**config.mk**
```make
export PLATFORM = sky130hd
export DESIGN_NAME = code_conv_seq
export DESIGN_NICKNAME = d
export VERILOG_FILES = /design/src/rtl/code_conv_seq.sv
export SDC_FILE = /design/constraint.sdc
export NUM_CORES = 1
export LEC_CHECK = 0
export BUFFER_PORTS_ARGS = -buffer_cell sky130_fd_sc_hd__buf_2
export CAP_MARGIN = 20
export CORE_MARGIN = 3
export CORE_UTILIZATION = 35
export CTS_BUF_LIST = sky130_fd_sc_hd__clkbuf_4
export CTS_CLUSTER_DIAMETER = 60
export CTS_CLUSTER_SIZE = 28
export DETAILED_ROUTE_END_ITERATION = 12
export PLACE_DENSITY_LB_ADDON = 0.3
export SYNTH_ARGS = -nofsm -noshare
export SYNTH_HDL_FRONTEND = slang
export SYNTH_SLANG_ARGS = --single-unit
```
**constraint.sdc**
```tcl
create_clock -name clk -period 2.7 [get_ports clk]
set_input_delay 0.54 -clock clk [delete_from_list [all_inputs] [get_ports clk]]
set_output_delay 0.54 -clock clk [all_outputs]
set_load 0.01 [all_outputs]
```
**src/rtl/code_conv_seq.sv**
```systemverilog
// code_conv_seq: handshaked W-bit code converter.
// Gray encode/decode finish in a single cycle. BCD and Excess-3 use an
// iterative double-dabble engine that consumes one source bit per cycle.
// Handshake: a word transfers in when in_valid && in_ready at a rising edge,
// and a result transfers out when out_valid && out_ready. While out_valid is
// high and out_ready is low, dout and out_valid hold steady. in_ready is also
// high in DONE when out_ready is high, so a new word can be accepted on the
// same edge that consumes the previous result.
module code_conv_seq #(
  parameter int W      = 8,
  parameter int DIGITS = 3
) (
  input  logic                  clk,
  input  logic                  rst,
  input  logic                  in_valid,
  output logic                  in_ready,
  input  logic [W-1:0]          din,
  input  logic [1:0]            mode,
  output logic                  out_valid,
  input  logic                  out_ready,
  output logic [4*DIGITS-1:0]   dout,
  output logic                  busy
);

  localparam int BW = 4 * DIGITS;      // BCD field width
  localparam int SW = BW + W;          // double-dabble register width
  localparam int CW = $clog2(W + 1);   // bit counter width

  // Parameter sanity: the BCD field must hold the largest W-bit value.
  if (W < 2) begin : g_bad_width
    $error("code_conv_seq: W must be >= 2");
  end
  if ((10 ** DIGITS) <= ((2 ** W) - 1)) begin : g_bad_digits
    $error("code_conv_seq: DIGITS too small for W");
  end

  typedef enum logic [1:0] {
    S_IDLE = 2'd0,
    S_CONV = 2'd1,
    S_DONE = 2'd2
  } state_t;

  state_t          state_q, state_d;
  logic [SW-1:0]   shift_q, shift_d;
  logic [CW-1:0]   count_q, count_d;
  logic            xs3_q,   xs3_d;
  logic [BW-1:0]   dout_q,  dout_d;

  logic            in_xfer;
  logic [W-1:0]    gray_enc;
  logic [W-1:0]    gray_dec;
  logic [SW-1:0]   adjusted;
  logic [SW-1:0]   shifted;
  logic [BW-1:0]   bcd_final;
  logic [BW-1:0]   xs3_final;

  assign in_ready  = (state_q == S_IDLE) || ((state_q == S_DONE) && out_ready);
  assign in_xfer   = in_valid && in_ready;
  assign out_valid = (state_q == S_DONE);
  assign busy      = (state_q == S_CONV);
  assign dout      = dout_q;

  // Single-cycle Gray encode and prefix-XOR Gray decode of the incoming word.
  always_comb begin
    gray_enc = din ^ (din >> 1);
    gray_dec = '0;
    gray_dec[W-1] = din[W-1];
    for (int i = W - 2; i >= 0; i--) begin
      gray_dec[i] = gray_dec[i+1] ^ din[i];
    end
  end

  // One double-dabble step: add 3 to each BCD digit >= 5, then shift left.
  // Also forms the final BCD / Excess-3 words from the last shifted value.
  always_comb begin
    adjusted = shift_q;
    for (int d = 0; d < DIGITS; d++) begin
      if (shift_q[W + 4*d +: 4] >= 4'd5) begin
        adjusted[W + 4*d +: 4] = shift_q[W + 4*d +: 4] + 4'd3;
      end
    end
    shifted   = adjusted << 1;
    bcd_final = shifted[SW-1:W];
    xs3_final = '0;
    for (int d = 0; d < DIGITS; d++) begin
      // Per-digit add with no carry into the neighbouring digit.
      xs3_final[4*d +: 4] = bcd_final[4*d +: 4] + 4'd3;
    end
  end

  // Next-state and datapath control for IDLE / CONV / DONE.
  always_comb begin
    state_d = state_q;
    shift_d = shift_q;
    count_d = count_q;
    xs3_d   = xs3_q;
    dout_d  = dout_q;
    case (state_q)
      S_IDLE, S_DONE: begin
        if (in_xfer) begin
          if (!mode[1]) begin
            // Gray modes: result is ready at the accept edge.
            state_d = S_DONE;
            dout_d  = mode[0] ? BW'(gray_dec) : BW'(gray_enc);
          end else begin
            // BCD / XS3: load {BCD=0, din}, run W shift steps.
            state_d = S_CONV;
            shift_d = {{BW{1'b0}}, din};
            count_d = CW'(W);
            xs3_d   = mode[0];
          end
        end else if ((state_q == S_DONE) && out_ready) begin
          state_d = S_IDLE;
        end
      end
      S_CONV: begin
        shift_d = shifted;
        count_d = count_q - 1'b1;
        if (count_q == CW'(1)) begin
          state_d = S_DONE;
          dout_d  = xs3_q ? xs3_final : bcd_final;
        end
      end
      default: begin
        state_d = S_IDLE;
      end
    endcase
  end

  // State and datapath registers with asynchronous reset.
  always_ff @(posedge clk or posedge rst) begin
    if (rst) begin
      state_q <= S_IDLE;
      shift_q <= '0;
      count_q <= '0;
      xs3_q   <= 1'b0;
      dout_q  <= '0;
    end else begin
      state_q <= state_d;
      shift_q <= shift_d;
      count_q <= count_d;
      xs3_q   <= xs3_d;
      dout_q  <= dout_d;
    end
  end

endmodule
```
==> results_dict.tcl <==
set metrics [dict create \
    drt_iter0_drc 151 \
    place_area_sq_um 2750 \
    fin_ws_ps 447.9 \
    grt_max_degree 42 \
    io_buffers 28 \
    antenna_found_initial 0 \
    dieHeight_um 90.81 \
    ctsResizeCount 0 \
    drive_gt1_share_pct 15.65 \
    yosys_warnings 0 \
    post_drt_wl_per_cell_um 14.39 \
    syn_area_sq_um 2517 \
    timing.rr.start "shift_q[8]" \
    synth.top_cell.area_share_pct 38.77 \
    status "completed" \
    synthesis.nets 314 \
    ys_seq_elements 39 \
    synth-edff-count 0 \
    fill_cells 715 \
    clk_pin_slew_ps 110 \
    final_max_slew_viol_count 0 \
    synth_top_area_cell "dfrtp_1" \
    cap_violations 0 \
    finClkSkew_ps 5.898 \
    regArea_sq_um 975.9 \
    syn_to_final_growth_pct 11.03 \
    insertedDiodeCount 0 \
    postCtsHoldBufs 0 \
    peakVddDrop_uv 520.4 \
    clock_power_share_pct 9.9 \
    firstDrtPassIters 5 \
    dieArea_sq_um 8246 \
    drc 0 \
    crit_path_end_kind "register" \
    required_ps 2940 \
    relSlewSlack_pct 37.76 \
    ant_nets 0 \
    dp_hpwl_um 4118 \
    min_period_ps 2252 \
    power_mw 2.912 \
    clock-sinks 39 \
    grt_util_met1_pct 21.13 \
    setup_viol 0 \
    grt_usage_pct 14.99 \
    syn_area_per_cell_sq_um 8.711 \
    postCtsSetupBuffers 0 \
    met3_usage_pct 3.667 \
    max_freq_mhz 444.0 \
    crit_path_max_fanout 7 \
    power_density_nw_per_um2 1042 \
    tightest_slew_ps 933.6 \
    finalHoldViolations 0 \
    overflow 0 \
    vias_per_cell 5.164 \
    cts_buffer_depth 2 \
    ys_dominant_reg_cell "dfrtp_1" \
    pre_cts_slack_ps 435.8 \
    p_int_mw 1.587 \
    root_buffer "clkbuf_4" \
    initial_utilization_pct 36.65 \
    cts_tree "yes" \
    wl_um 5886 \
    chipWidth_um 90.81 \
    leakage_nw 1.247 \
    busiest_layer "met2" \
    core_area_sq_um 6869 \
    use_met2_pct 22.61 \
    power_switching_mw 1.326 \
    clk_latency_ps 340 \
    numCtsBuffers 5 \
    utilization_pct 40.69 \
    p_seq_share_pct 36.1 \
    seq_area_frac_synth_pct 38.77 \
    route.vias.total 2112 \
    nNetsFinal 339 \
    h-tree-depth 2 \
    power_switching_share_pct 45.52 \
    critPathArrivalTime_ps 2490 \
    grt_pass1_wl_um 9991 \
    async_reset_ff_share_pct 100.0 \
    startpoint_type "register" \
    ys_top_cells_by_area "dfrtp_1, nand2_1, ha_1" \
    hp-class "input pin to async pin" \
    synthCells 289 \
    period_share_pct 83.41 \
    fin_area_sq_um 2795 \
    multi_input_area_sq_um 1405 \
    io_pins 29 \
    yosysUniqueCellTypes 54 \
    globalplace.congestion 0.8731 \
    grt_pass1_vias 2073 \
    criticalPathCategory "register to register" \
    comb_power_share_pct 54.0 \
    rows 30 \
    rsz0062_at_grt "false" \
    startpoint "shift_q[8]" \
    setup_tns_ps 0 \
]
==> layout by cell type, fill, tap and decap left out, types with 3 or more instances in the layout <==
master | netlist | layout
a21oi_1 | 11 | 11
xnor2_1 | 12 | 12
buf_2 | 1 | 28
o211ai_1 | 5 | 5
buf_4 | 1 | 6
nor3b_1 | 5 | 5
nand2_1 | 37 | 37
o22ai_1 | 15 | 15
nand2b_1 | 5 | 5
xor2_1 | 6 | 6
and3_1 | 4 | 4
dfrtp_1 | 39 | 39
nor2_1 | 14 | 14
nand3_1 | 13 | 13
clkbuf_4 | 0 | 6
o21ai_0 | 20 | 20
a22o_1 | 3 | 3
mux2i_1 | 3 | 3
inv_1 | 16 | 16
ha_1 | 11 | 11
nor2b_1 | 4 | 4
nor3_1 | 11 | 11
==> sequential cells by signal, indices dropped and copies added, names as in the netlist <==
name and flops:
count_q 4, state_q 2, dout 12, shift_q 20, xs3_q 1
==> worst paths after layout <==
kind	to	slack, ps	cells after the start
max	dout[6]	450	10
min	shift_q[3]	300	3
max reg2reg	dout[6]	450	10
min reg2reg	dout[4]	480	2
max in group asynchronous	shift_q[7]	2020	3
min in group clk	shift_q[0]	420	3
==> area by class of cell <==
type                       count  area share (%)
timing repair buffer          34           6.625
tap                           96           4.297
clock buffer                   6           1.611
multi-input combinational    217           50.27
inverter                      17           2.283
sequential                    39           34.91
==> cells in the mapped netlist, types with 2 or more instances <==
master	number
nand2b_1	5
mux2i_1	3
a31oi_1	2
a22oi_1	2
or3_1	2
o211ai_1	5
xnor2_1	12
nor2b_1	4
nor3b_1	5
or2_2	2
clkbuf_1	13
and3_1	4
a22o_1	3
o22ai_1	15
o21ai_0	20
nand3_1	13
dfrtp_1	39
a21o_1	2
a32oi_1	2
a211o_1	2
nand2_1	37
inv_1	16
xor2_1	6
ha_1	11
and2_1	2
nor2_1	14
nor3_1	11
a21oi_1	11
==> per-layer routing <==
metal / wire length (um) / part of all wire [%] / vias to the layer above
met5: 0 / 0 / -
met4: 108 / 1.8 / 0
met3: 346 / 5.9 / 9
met2: 2535 / 43 / 55
met1: 2895 / 49 / 977
li1: - / - / 1071
==> power by group through the flow <==
stage | clock (mW) | sequential, mW | combinational, mW
floorplan | 0 | 1.02 | 1.21
global placement | 0 | 1.06 | 1.54
detailed placement | 0 | 1.06 | 1.57
CTS | 0.303 | 1.05 | 1.58
global route | 0.329 | 1.09 | 1.78
finish | 0.289 | 1.05 | 1.57
==> logic make-up after synthesis <==
logic type,count (synthesis),share of synthesized area [%]
AND/OR/NAND/NOR,108,22.56
AO/OA/AOI/OAI,76,19.68
flip-flops,39,38.77
buffers and inverters,33,5.417
XOR/XNOR,19,6.909
adder cells (fa/ha/maj),11,5.467
multiplexers,3,1.193
==> critical path, stage by stage (launching register included) <==
cell and delay, ps:
dfrtp_1 450, inv_1 70, ha_1 230, nor2b_1 150
nor3_1 340, nor2_1 120, ha_1 180, nand2b_1 140
and3_1 190, o31ai_1 180, o21ai_0 90
==> per-stage QoR <==
| stage | cells | hold slack, ps |
|---|---|---|
| CTS | 409 | 327.7 |
| finish | 409 | 298.1 |
| global route | 409 | 352.7 |
| global placement | 403 | 461.2 |
| detailed placement | 403 | 467.6 |
| floorplan | 289 | 467.0 |
Note: power is estimated with default switching activity, not from simulation.
